--- src/rtl/load_response_align.sv ---
// load_response_align: in-order load tracking FIFO that matches sub-unit responses to issued loads
// and emits a registered, aligned, sign/zero-extended writeback tagged with the load id.
module load_response_align #(
    parameter int NUM_SUB_UNITS = 2,
    parameter int MAX_INFLIGHT = 4,
    parameter int ID_W = 3,
    localparam int SW = (NUM_SUB_UNITS > 1) ? $clog2(NUM_SUB_UNITS) : 1,
    localparam int AW = $clog2(MAX_INFLIGHT)
) (
    input  logic                        clk,
    input  logic                        rst,
    input  logic                        issue_valid,
    output logic                        issue_ready,
    input  logic [SW-1:0]               issue_sub_id,
    input  logic [2:0]                  issue_fn3,
    input  logic [1:0]                  issue_offset,
    input  logic [ID_W-1:0]             issue_id,
    input  logic [NUM_SUB_UNITS-1:0]    sub_data_valid,
    input  logic [32*NUM_SUB_UNITS-1:0] sub_data_out,
    output logic                        wb_valid,
    output logic [ID_W-1:0]             wb_id,
    output logic [31:0]                 wb_data,
    output logic [AW:0]                 outstanding,
    output logic                        protocol_error
);
    typedef struct packed {
        logic [SW-1:0]   sub;
        logic [2:0]      fn3;
        logic [1:0]      off;
        logic [ID_W-1:0] id;
    } entry_t;

    entry_t                   mem_q [MAX_INFLIGHT];
    entry_t                   head;
    logic [AW:0]              wptr_q, wptr_d, rptr_q, rptr_d;
    logic                     empty, full, push, accept, stray;
    logic [NUM_SUB_UNITS-1:0] match;
    logic [31:0]              raw, aligned;
    logic [15:0]              sh;
    logic                     wb_valid_q, wb_valid_d, err_q, err_d;
    logic [ID_W-1:0]          wb_id_q, wb_id_d;
    logic [31:0]              wb_data_q, wb_data_d;

    always_comb begin
        head    = mem_q[rptr_q[AW-1:0]];
        empty   = wptr_q == rptr_q;
        full    = (wptr_q[AW] != rptr_q[AW]) && (wptr_q[AW-1:0] == rptr_q[AW-1:0]);
        push    = issue_valid && !full;
        match   = NUM_SUB_UNITS'(1) << head.sub;
        accept  = !empty && |(sub_data_valid & match);
        // A strobe from any sub-unit other than the head's, or any strobe while empty, breaks ordering.
        stray   = empty ? |sub_data_valid : |(sub_data_valid & ~match);
        raw     = '0;
        for (int i = 0; i < NUM_SUB_UNITS; i++)
            if (head.sub == SW'(i)) raw = sub_data_out[32*i +: 32];
        sh      = 16'(raw >> {head.off, 3'b000});
        aligned = (head.fn3[1:0] == 2'b00) ? {{24{~head.fn3[2] & sh[7]}}, sh[7:0]} :
                  (head.fn3[1:0] == 2'b01) ? {{16{~head.fn3[2] & sh[15]}}, sh} : raw;
        wptr_d     = push ? wptr_q + 1'b1 : wptr_q;
        rptr_d     = accept ? rptr_q + 1'b1 : rptr_q;
        wb_valid_d = accept;
        wb_id_d    = accept ? head.id : wb_id_q;
        wb_data_d  = accept ? aligned : wb_data_q;
        err_d      = err_q | stray;
    end

    always_ff @(posedge clk)
        if (push) mem_q[wptr_q[AW-1:0]] <= '{issue_sub_id, issue_fn3, issue_offset, issue_id};

    always_ff @(posedge clk or posedge rst) begin
        if (rst) begin
            wptr_q     <= '0;
            rptr_q     <= '0;
            wb_valid_q <= 1'b0;
            wb_id_q    <= '0;
            wb_data_q  <= '0;
            err_q      <= 1'b0;
        end else begin
            wptr_q     <= wptr_d;
            rptr_q     <= rptr_d;
            wb_valid_q <= wb_valid_d;
            wb_id_q    <= wb_id_d;
            wb_data_q  <= wb_data_d;
            err_q      <= err_d;
        end
    end

    assign issue_ready    = !full;
    assign outstanding    = wptr_q - rptr_q;
    assign wb_valid       = wb_valid_q;
    assign wb_id          = wb_id_q;
    assign wb_data        = wb_data_q;
    assign protocol_error = err_q;
endmodule

--- config.mk ---
export PLATFORM = sky130hd
export DESIGN_NAME = load_response_align
export DESIGN_NICKNAME = d
export VERILOG_FILES = /design/src/rtl/load_response_align.sv
export SDC_FILE = /design/constraint.sdc
export NUM_CORES = 1
export LEC_CHECK = 0
export CAP_MARGIN = 20
export CORE_ASPECT_RATIO = 1.1
export CORE_MARGIN = 2
export CORE_UTILIZATION = 35
export DETAILED_ROUTE_END_ITERATION = 12
export MAX_ROUTING_LAYER = met4
export PLACE_DENSITY_LB_ADDON = 0.15
export SYNTH_ARGS = -nofsm -noshare
export SYNTH_HDL_FRONTEND = slang
export SYNTH_SLANG_ARGS = --single-unit
--- constraint.sdc ---
create_clock -name clk -period 2.51 [get_ports clk]
set_input_delay 0.3765 -clock clk [delete_from_list [all_inputs] [get_ports clk]]
set_output_delay 0.3765 -clock clk [all_outputs]
set_load 0.01 [all_outputs]
==> results.sh, run 1 <==
export IMPL_outcome="completed"
export IMPL_met1_usage_pct=21.7
export IMPL_cp_num_cells=5
export IMPL_drive_above_1_share_pct=12.1
export IMPL_area_growth_pct=41.4
export IMPL_gp_congestion=0.835
export IMPL_worst_pin_slew_ns=0.505
export IMPL_cts_root_buf="clkbuf_16"
export IMPL_postLayoutSetupSlackWorst_ns=0.107
export IMPL_synth_cell_types=44
export IMPL_die_w_um=108
export IMPL_drv_cap=0
export IMPL_tns_ns=0
export IMPL_p_per_area_nw_per_um2=1410
export IMPL_worstReg2RegEnd="wb_data[8]$_DFFE_PP0P_"
export IMPL_final_max_slew_violation_count=0
export IMPL_combPwrFrac_pct=57.8
export IMPL_swShare_pct=39.6
export IMPL_syn_inst=362
export IMPL_synth_area_leaders="edfxtp_1, dfrtp_1, mux2i_1"
export IMPL_busiest_layer="met2"
export IMPL_total_power_mw=8.34
export IMPL_p_switching_mw=3.31
export IMPL_vias=3291
export IMPL_rows=41
export IMPL_clock_sinks=79
export IMPL_grt_pass1_wl_mm=17.8
export IMPL_avgSynthCellArea_um2=11.6
export IMPL_fillers=1099
export IMPL_clock_skew_ns=0.00723
export IMPL_grt_pass1_vias=3387
export IMPL_final_antenna_net_count=0
export IMPL_pre_cts_slack_ns=-0.0340
export IMPL_insertion_delay_ns=0.33
export IMPL_slowest_delay_ns=0.58
export IMPL_slew_headroom_pct=65.3
export IMPL_rsz0062_at_grt="false"
export IMPL_intPower_mw=5.03
export IMPL_dr_pass1_iters=4
export IMPL_drcViolationCount=0
export IMPL_wire_per_inst_um=17.8
export IMPL_crit_path_end_kind="primary output"
export IMPL_yosysSeqAreaShare_pct=51.5
export IMPL_p_seq_share_pct=25.5
export IMPL_syn_cell_area_um2=4190
export IMPL_die_area_um2=12900
export IMPL_crit_family="buffers and inverters"
export IMPL_worst_setup_path_type="flip-flop to primary output"
export IMPL_finalNetCount=570
export IMPL_reg2reg_depth=7
export IMPL_path_cells="buf_4 > inv_1 > ha_1 > nand3b_1 > clkdlybuf4s50_1"
export IMPL_drt_iter0_drc=127
export IMPL_clk_pin_slew_ns=0.06
export IMPL_grt_max_degree=45
export IMPL_critical_path_endpoint="issue_ready"
export IMPL_yosys_area_top_type="edfxtp_1"
export IMPL_cp_data_required_time_ns=2.13
export IMPL_fp_dieH_um=119
export IMPL_worst_r2r_setup_slack_ns=0.12
export IMPL_dpl_cell_area_um2=5580
export IMPL_arrival_ns=2.03
export IMPL_grt_use_met2_pct=31.6
export IMPL_start_util_pct=36.1
export IMPL_critPathSlowestCell="clkdlybuf4s50_1"
export IMPL_wl_mm=11.4
export IMPL_synth_top_area_share_pct=25.8
export IMPL_layout_commonest_cell="clkdlybuf4s50_1"
export IMPL_final_cells=639
export IMPL_ys_ff_latch=79
export IMPL_core_um2=11600
export IMPL_clock_path_buffers=2
export IMPL_ir_drop_mv=0.645
export IMPL_worstHoldPathType="input pin to asynchronous set/reset pin"
export IMPL_setup_violations=0
export IMPL_via_per_inst=5.15
export IMPL_tritoncts="yes"
export IMPL_cp_startpoint="rptr_q[1]$_DFFE_PP0P_"
export IMPL_dp_cells=620
export IMPL_final_period_utilization_pct=95.7
export IMPL_final_cell_area_um2=5930
export IMPL_hpwl_mm=8.15
export IMPL_layout_common_cells="clkdlybuf4s50_1, dfrtp_1, nand2_1, edfxtp_1, nor2_1"
export IMPL_track_usage_pct=18.7
export IMPL_finalCriticalPeriod_ns=2.40
export IMPL_regArea_um2=2160
export IMPL_fmax_mhz=416
export IMPL_cp_start_kind="flip-flop"
export IMPL_port_buffers=118
export IMPL_antenna_found_initial=0
export IMPL_numCtsBuffers=9
export IMPL_ys_warn_count=0
export IMPL_cp_num_buf_inv=3
export IMPL_n_antenna_cell=0
export IMPL_ios=119
export IMPL_multi_input_area_um2=1880
export IMPL_grt_overflow=0
export IMPL_grtUsageMet3_pct=3.42
export IMPL_hold_buffers=0
export IMPL_hold_viol=0
export IMPL_p_clk_share_pct=16.6
export IMPL_h_tree_depth=3
export IMPL_timing_rr_start="rptr_q[0]$_DFFE_PP0P_"
export IMPL_critPathMaxFanout=11
export IMPL_syn_nets=448
export IMPL_p_leak_nw=2.36
[power by group through the flow]
stage	Clock, mW	Combinational [mW]	Sequential (mW)
6_report	1.39	4.82	2.13
5_1_grt	1.47	5.29	2.19
4_1_cts	1.41	4.87	2.14
3_5_place_dp	0	4.86	2.15
3_3_place_gp	0	4.81	2.14
2_1_floorplan	0	2.91	2.24
[logic make-up (layout without fill, tap and decap cells)]
| kind of cell | count (synthesis) | after routing | share of synthesized area, % |
|---|---|---|---|
| AND/OR/NAND/NOR | 109 | 109 | 11.9 |
| flip-flops | 79 | 79 | 51.5 |
| AO/OA/AOI/OAI | 68 | 68 | 11.0 |
| multiplexers | 58 | 58 | 17.8 |
| buffers and inverters | 34 | 161 | 3.88 |
| adder cells (fa/ha/maj) | 8 | 8 | 2.57 |
| XOR/XNOR | 6 | 6 | 1.25 |
[through the flow]
stage,utilization (%),hold WS [ns]
after floorplan,-,0.462
after global placement,48.2,0.476
after detailed placement,48.2,0.477
after CTS,51.1,0.309
after global routing,51.1,0.318
final,51.1,0.303
[metal layers]
metal | share of wire [%] | vias up
met5 | 0 | -
met4 | 2.3 | 0
met3 | 5.8 | 20
met2 | 51 | 112
met1 | 41 | 1588
li1 | - | 1571
[flip-flops by register name, indices dropped and copies added, names as in the netlist]
signal / count
wptr_q: 3
wb_id: 3
rptr_q: 3
mem_q: 36
wb_valid: 1
wb_data: 32
protocol_error: 1
[worst register-to-register path: cells and delay by family (launching register included)]
family                 cells  cell delay, ns
muxes                      2            0.96
buffers and inverters      2            0.39
DFF                        1            0.38
AOI/OAI and AO/OA          3            0.51
[worst min path at each step]
stage | from | endpoint | cells past startpoint
detailed placement | wb_id[2]$_DFFE_PP0P_ | wb_id[2]$_DFFE_PP0P_ | 2
global route | rst | wb_data[6]$_DFFE_PP0P_ | 2
floorplan | wptr_q[2]$_DFFE_PP0P_ | wptr_q[2]$_DFFE_PP0P_ | 1
finish | rst | wb_data[6]$_DFFE_PP0P_ | 2
global placement | wptr_q[2]$_DFFE_PP0P_ | wptr_q[2]$_DFFE_PP0P_ | 1
CTS | rst | wb_data[6]$_DFFE_PP0P_ | 2
[cell usage after synthesis]
master     number
nor2b_1         4
dfrtp_1        43
o21bai_1        2
nor3_1          3
inv_1           7
o211ai_1        7
nor2_1         35
a31oi_2         1
and2_1          2
and3_1          5
a22oi_1         1
a2bb2oi_1       1
o311ai_4        1
edfxtp_1       36
buf_1           2
a31oi_1        17
and3b_4         1
or2_1           1
o22ai_1         4
o31ai_1         2
buf_6           3
mux2i_1        33
nand2_1        36
mux4_2          5
a21boi_0        3
a221oi_1        4
buf_2          10
mux2_4          1
ha_1            7
o221ai_1        3
a21oi_1        16
nand3_1         7
or3_1           1
inv_2           1
xor2_1          1
mux2_2         14
nor3b_1         1
fa_1            1
nand3b_1        1
nand2b_1       12
clkbuf_1       11
mux4_1          5
o21ai_0         6
xnor2_1         5
[final cells by class]
| type | instances | share of cell area, % |
|---|---|---|
| clock buffers | 10 | 3.86 |
| clock inverters | 6 | 1.44 |
| inverters | 8 | 0.507 |
| multi-input cells | 249 | 31.6 |
| flip-flops and latches | 79 | 36.4 |
| well taps | 150 | 3.17 |
| repair buffers | 137 | 23.0 |
[what timing repair did]
item                                    4_1_cts  5_1_grt
resized for setup                             3        1
endpoints found under the setup margin       18        2
endpoints found under the hold margin         0        0
setup buffers                                 3        0
pin swaps                                     1        0
(Power assumes the default switching activity.)
==> run 2: changes to the inputs <==
--- a/config.mk
+++ b/config.mk
@@ -8,10 +8,11 @@
 export CAP_MARGIN = 20
 export CORE_ASPECT_RATIO = 1.1
 export CORE_MARGIN = 2
-export CORE_UTILIZATION = 35
+export CORE_UTILIZATION = 44
 export DETAILED_ROUTE_END_ITERATION = 12
 export MAX_ROUTING_LAYER = met4
 export PLACE_DENSITY_LB_ADDON = 0.15
+export RECOVER_POWER = 50
 export SYNTH_ARGS = -nofsm -noshare
 export SYNTH_HDL_FRONTEND = slang
 export SYNTH_SLANG_ARGS = --single-unit
==> results.sh, run 2 (synthesized netlist as in run 1, its figures left out) <==
export IMPL_grt_pass1_wl_mm=17.5
export IMPL_pre_cts_slack_ns=-0.0411
export IMPL_vias=3345
export IMPL_holdPathStages=2
export IMPL_final_max_slew_violation_count=0
export IMPL_fillers=788
export IMPL_cp_start_kind="flip-flop"
export IMPL_grt_overflow=0
export IMPL_cts_root_buf="clkbuf_8"
export IMPL_crit_family="multiplexers"
export IMPL_hold_buffers=0
export IMPL_rsz0062_at_grt="false"
export IMPL_dp_cells=590
export IMPL_hold_viol=0
export IMPL_critPathMaxFanout=11
export IMPL_regArea_um2=2160
export IMPL_layout_common_cells="clkdlybuf4s50_1, dfrtp_1, nand2_1, edfxtp_1, nor2_1"
export IMPL_reg2reg_depth=7
export IMPL_antenna_found_initial=0
export IMPL_worst_setup_path_type="flip-flop to flip-flop"
export IMPL_worst_pin_slew_ns=0.747
export IMPL_slew_headroom_pct=50.2
export IMPL_total_power_mw=7.80
export IMPL_insertion_delay_ns=0.35
export IMPL_tritoncts="yes"
export IMPL_outcome="completed"
export IMPL_track_usage_pct=22.2
export IMPL_wire_per_inst_um=17.8
export IMPL_timing_rr_start="rptr_q[0]$_DFFE_PP0P_"
export IMPL_dr_pass1_iters=5
export IMPL_drv_cap=0
export IMPL_hold_slack_ns=0.479
export IMPL_via_per_inst=5.50
export IMPL_min_to="wb_id[2]$_DFFE_PP0P_"
export IMPL_start_util_pct=45.0
export IMPL_n_antenna_cell=0
export IMPL_drt_iter0_drc=115
export IMPL_finalNetCount=572
export IMPL_p_leak_nw=2.32
export IMPL_hpwl_mm=8.07
export IMPL_die_w_um=97.0
export IMPL_rows=37
export IMPL_area_growth_pct=37.7
export IMPL_ir_drop_mv=0.719
export IMPL_ios=119
export IMPL_crit_path_end_kind="flip-flop"
export IMPL_slowest_delay_ns=0.62
export IMPL_layout_commonest_cell="clkdlybuf4s50_1"
export IMPL_grt_pass1_vias=3423
export IMPL_clock_skew_ns=0.0160
export IMPL_cp_data_required_time_ns=2.77
export IMPL_cp_startpoint="rptr_q[0]$_DFFE_PP0P_"
export IMPL_largest_register_ffs=36
export IMPL_clock_path_buffers=2
export IMPL_drive_above_1_share_pct=12.4
export IMPL_h_tree_depth=3
export IMPL_grt_max_degree=33
export IMPL_wl_mm=10.8
export IMPL_numCtsBuffers=9
export IMPL_core_um2=9310
export IMPL_final_antenna_net_count=0
export IMPL_final_cells=608
export IMPL_worstReg2RegEnd="wb_data[14]$_DFFE_PP0P_"
export IMPL_cp_num_buf_inv=2
export IMPL_die_area_um2=10300
export IMPL_gp_congestion=0.849
export IMPL_drcViolationCount=0
export IMPL_postLayoutSetupSlackWorst_ns=0.148
export IMPL_fp_dieH_um=106
export IMPL_hold_start="wb_id[2]$_DFFE_PP0P_"
export IMPL_finalCriticalPeriod_ns=2.36
export IMPL_critPathSlowestCell="mux4_2"
export IMPL_setup_violations=0
export IMPL_clk_pin_slew_ns=0.08
export IMPL_fmax_mhz=423
export IMPL_multi_input_area_um2=1880
export IMPL_clock_sinks=79
export IMPL_path_cells="buf_6 > mux4_2 > mux2_2 > a2bb2oi_1 > a31oi_2 > buf_4 > o22ai_1"
export IMPL_p_per_area_nw_per_um2=1350
export IMPL_finish_utilization_pct=62.0
export IMPL_worstHoldPathType="flip-flop to flip-flop"
export IMPL_arrival_ns=2.63
export IMPL_final_period_utilization_pct=94.1
export IMPL_port_buffers=118
export IMPL_worst_r2r_setup_slack_ns=0.15
==> run 2: cell types whose count changed in the layout (fill, tap and decap cells not counted), sizes merged <==
cell	before	now
clkinvlp	1	2
clkinv	3	1
bufinv	2	1
inv	8	11
clkbuf	10	11
dlygate4sd3	0	30
dlymetal6s2s	0	1
clkdlybuf4s50	116	85
==> run 2: worst min-delay path: cells and delay by family, from the launching register on <==
family           cells  cell delay (ns)
AND/OR/NAND/NOR      2             0.11
flip-flops           1             0.35
==> run 2: per-layer routing <==
metal / global-route usage (%) / wire length [µm]
met1: 25.8 / 4340
met3: 4.73 / 517
met4: 7.44 / 174
met5: - / 0
met2: 38.5 / 5800
==> run 2: per-stage QoR <==
| stage | TNS (ns) | area [µm²] |
|---|---|---|
| after global placement | 0 | 5540 |
| after global routing | 0 | 5770 |
| after detailed placement | -0.369 | 5540 |
| final | 0 | 5770 |
| after floorplan | 0 | 4190 |
| after CTS | 0 | 5760 |
==> run 2: final cells by class <==
cell class	instances	share of cell area, %
clock buffer	9	2.15
sequential	79	37.4
timing repair buffer	139	23.5
inverter	8	0.520
tap	117	2.54
clock inverter	7	1.34
multi-input combinational	249	32.6
==> run 2: worst max-delay path by stage <==
stage,end,slack (ns),depth (start not counted)
2_1_floorplan,wb_data[18]$_DFFE_PP0P_,0.08,8
6_report,wb_data[14]$_DFFE_PP0P_,0.15,7
4_1_cts,wb_data[23]$_DFFE_PP0P_,0.01,7
5_1_grt,wb_data[14]$_DFFE_PP0P_,0.04,7
3_3_place_gp,wb_data[29]$_DFFE_PP0P_,0.07,6
3_5_place_dp,wb_data[23]$_DFFE_PP0P_,-0.04,6
==> run 2: timing repair <==
| action | CTS | global route |
|---|---|---|
| endpoints found under the setup margin | 18 | 18 |
| buffers inserted | 2 | 0 |
| resized for setup | 3 | 5 |
| pin swaps | 1 | 0 |
==> run 2: power breakdown <==
part	leakage, nW	switching, mW	internal [mW]	total [mW]
logic	1.39	2.50	2.21	4.71
registers	0.830	0.228	1.88	2.11
clock network	0.0968	0.503	0.469	0.973
total	2.32	3.23	4.56	7.80
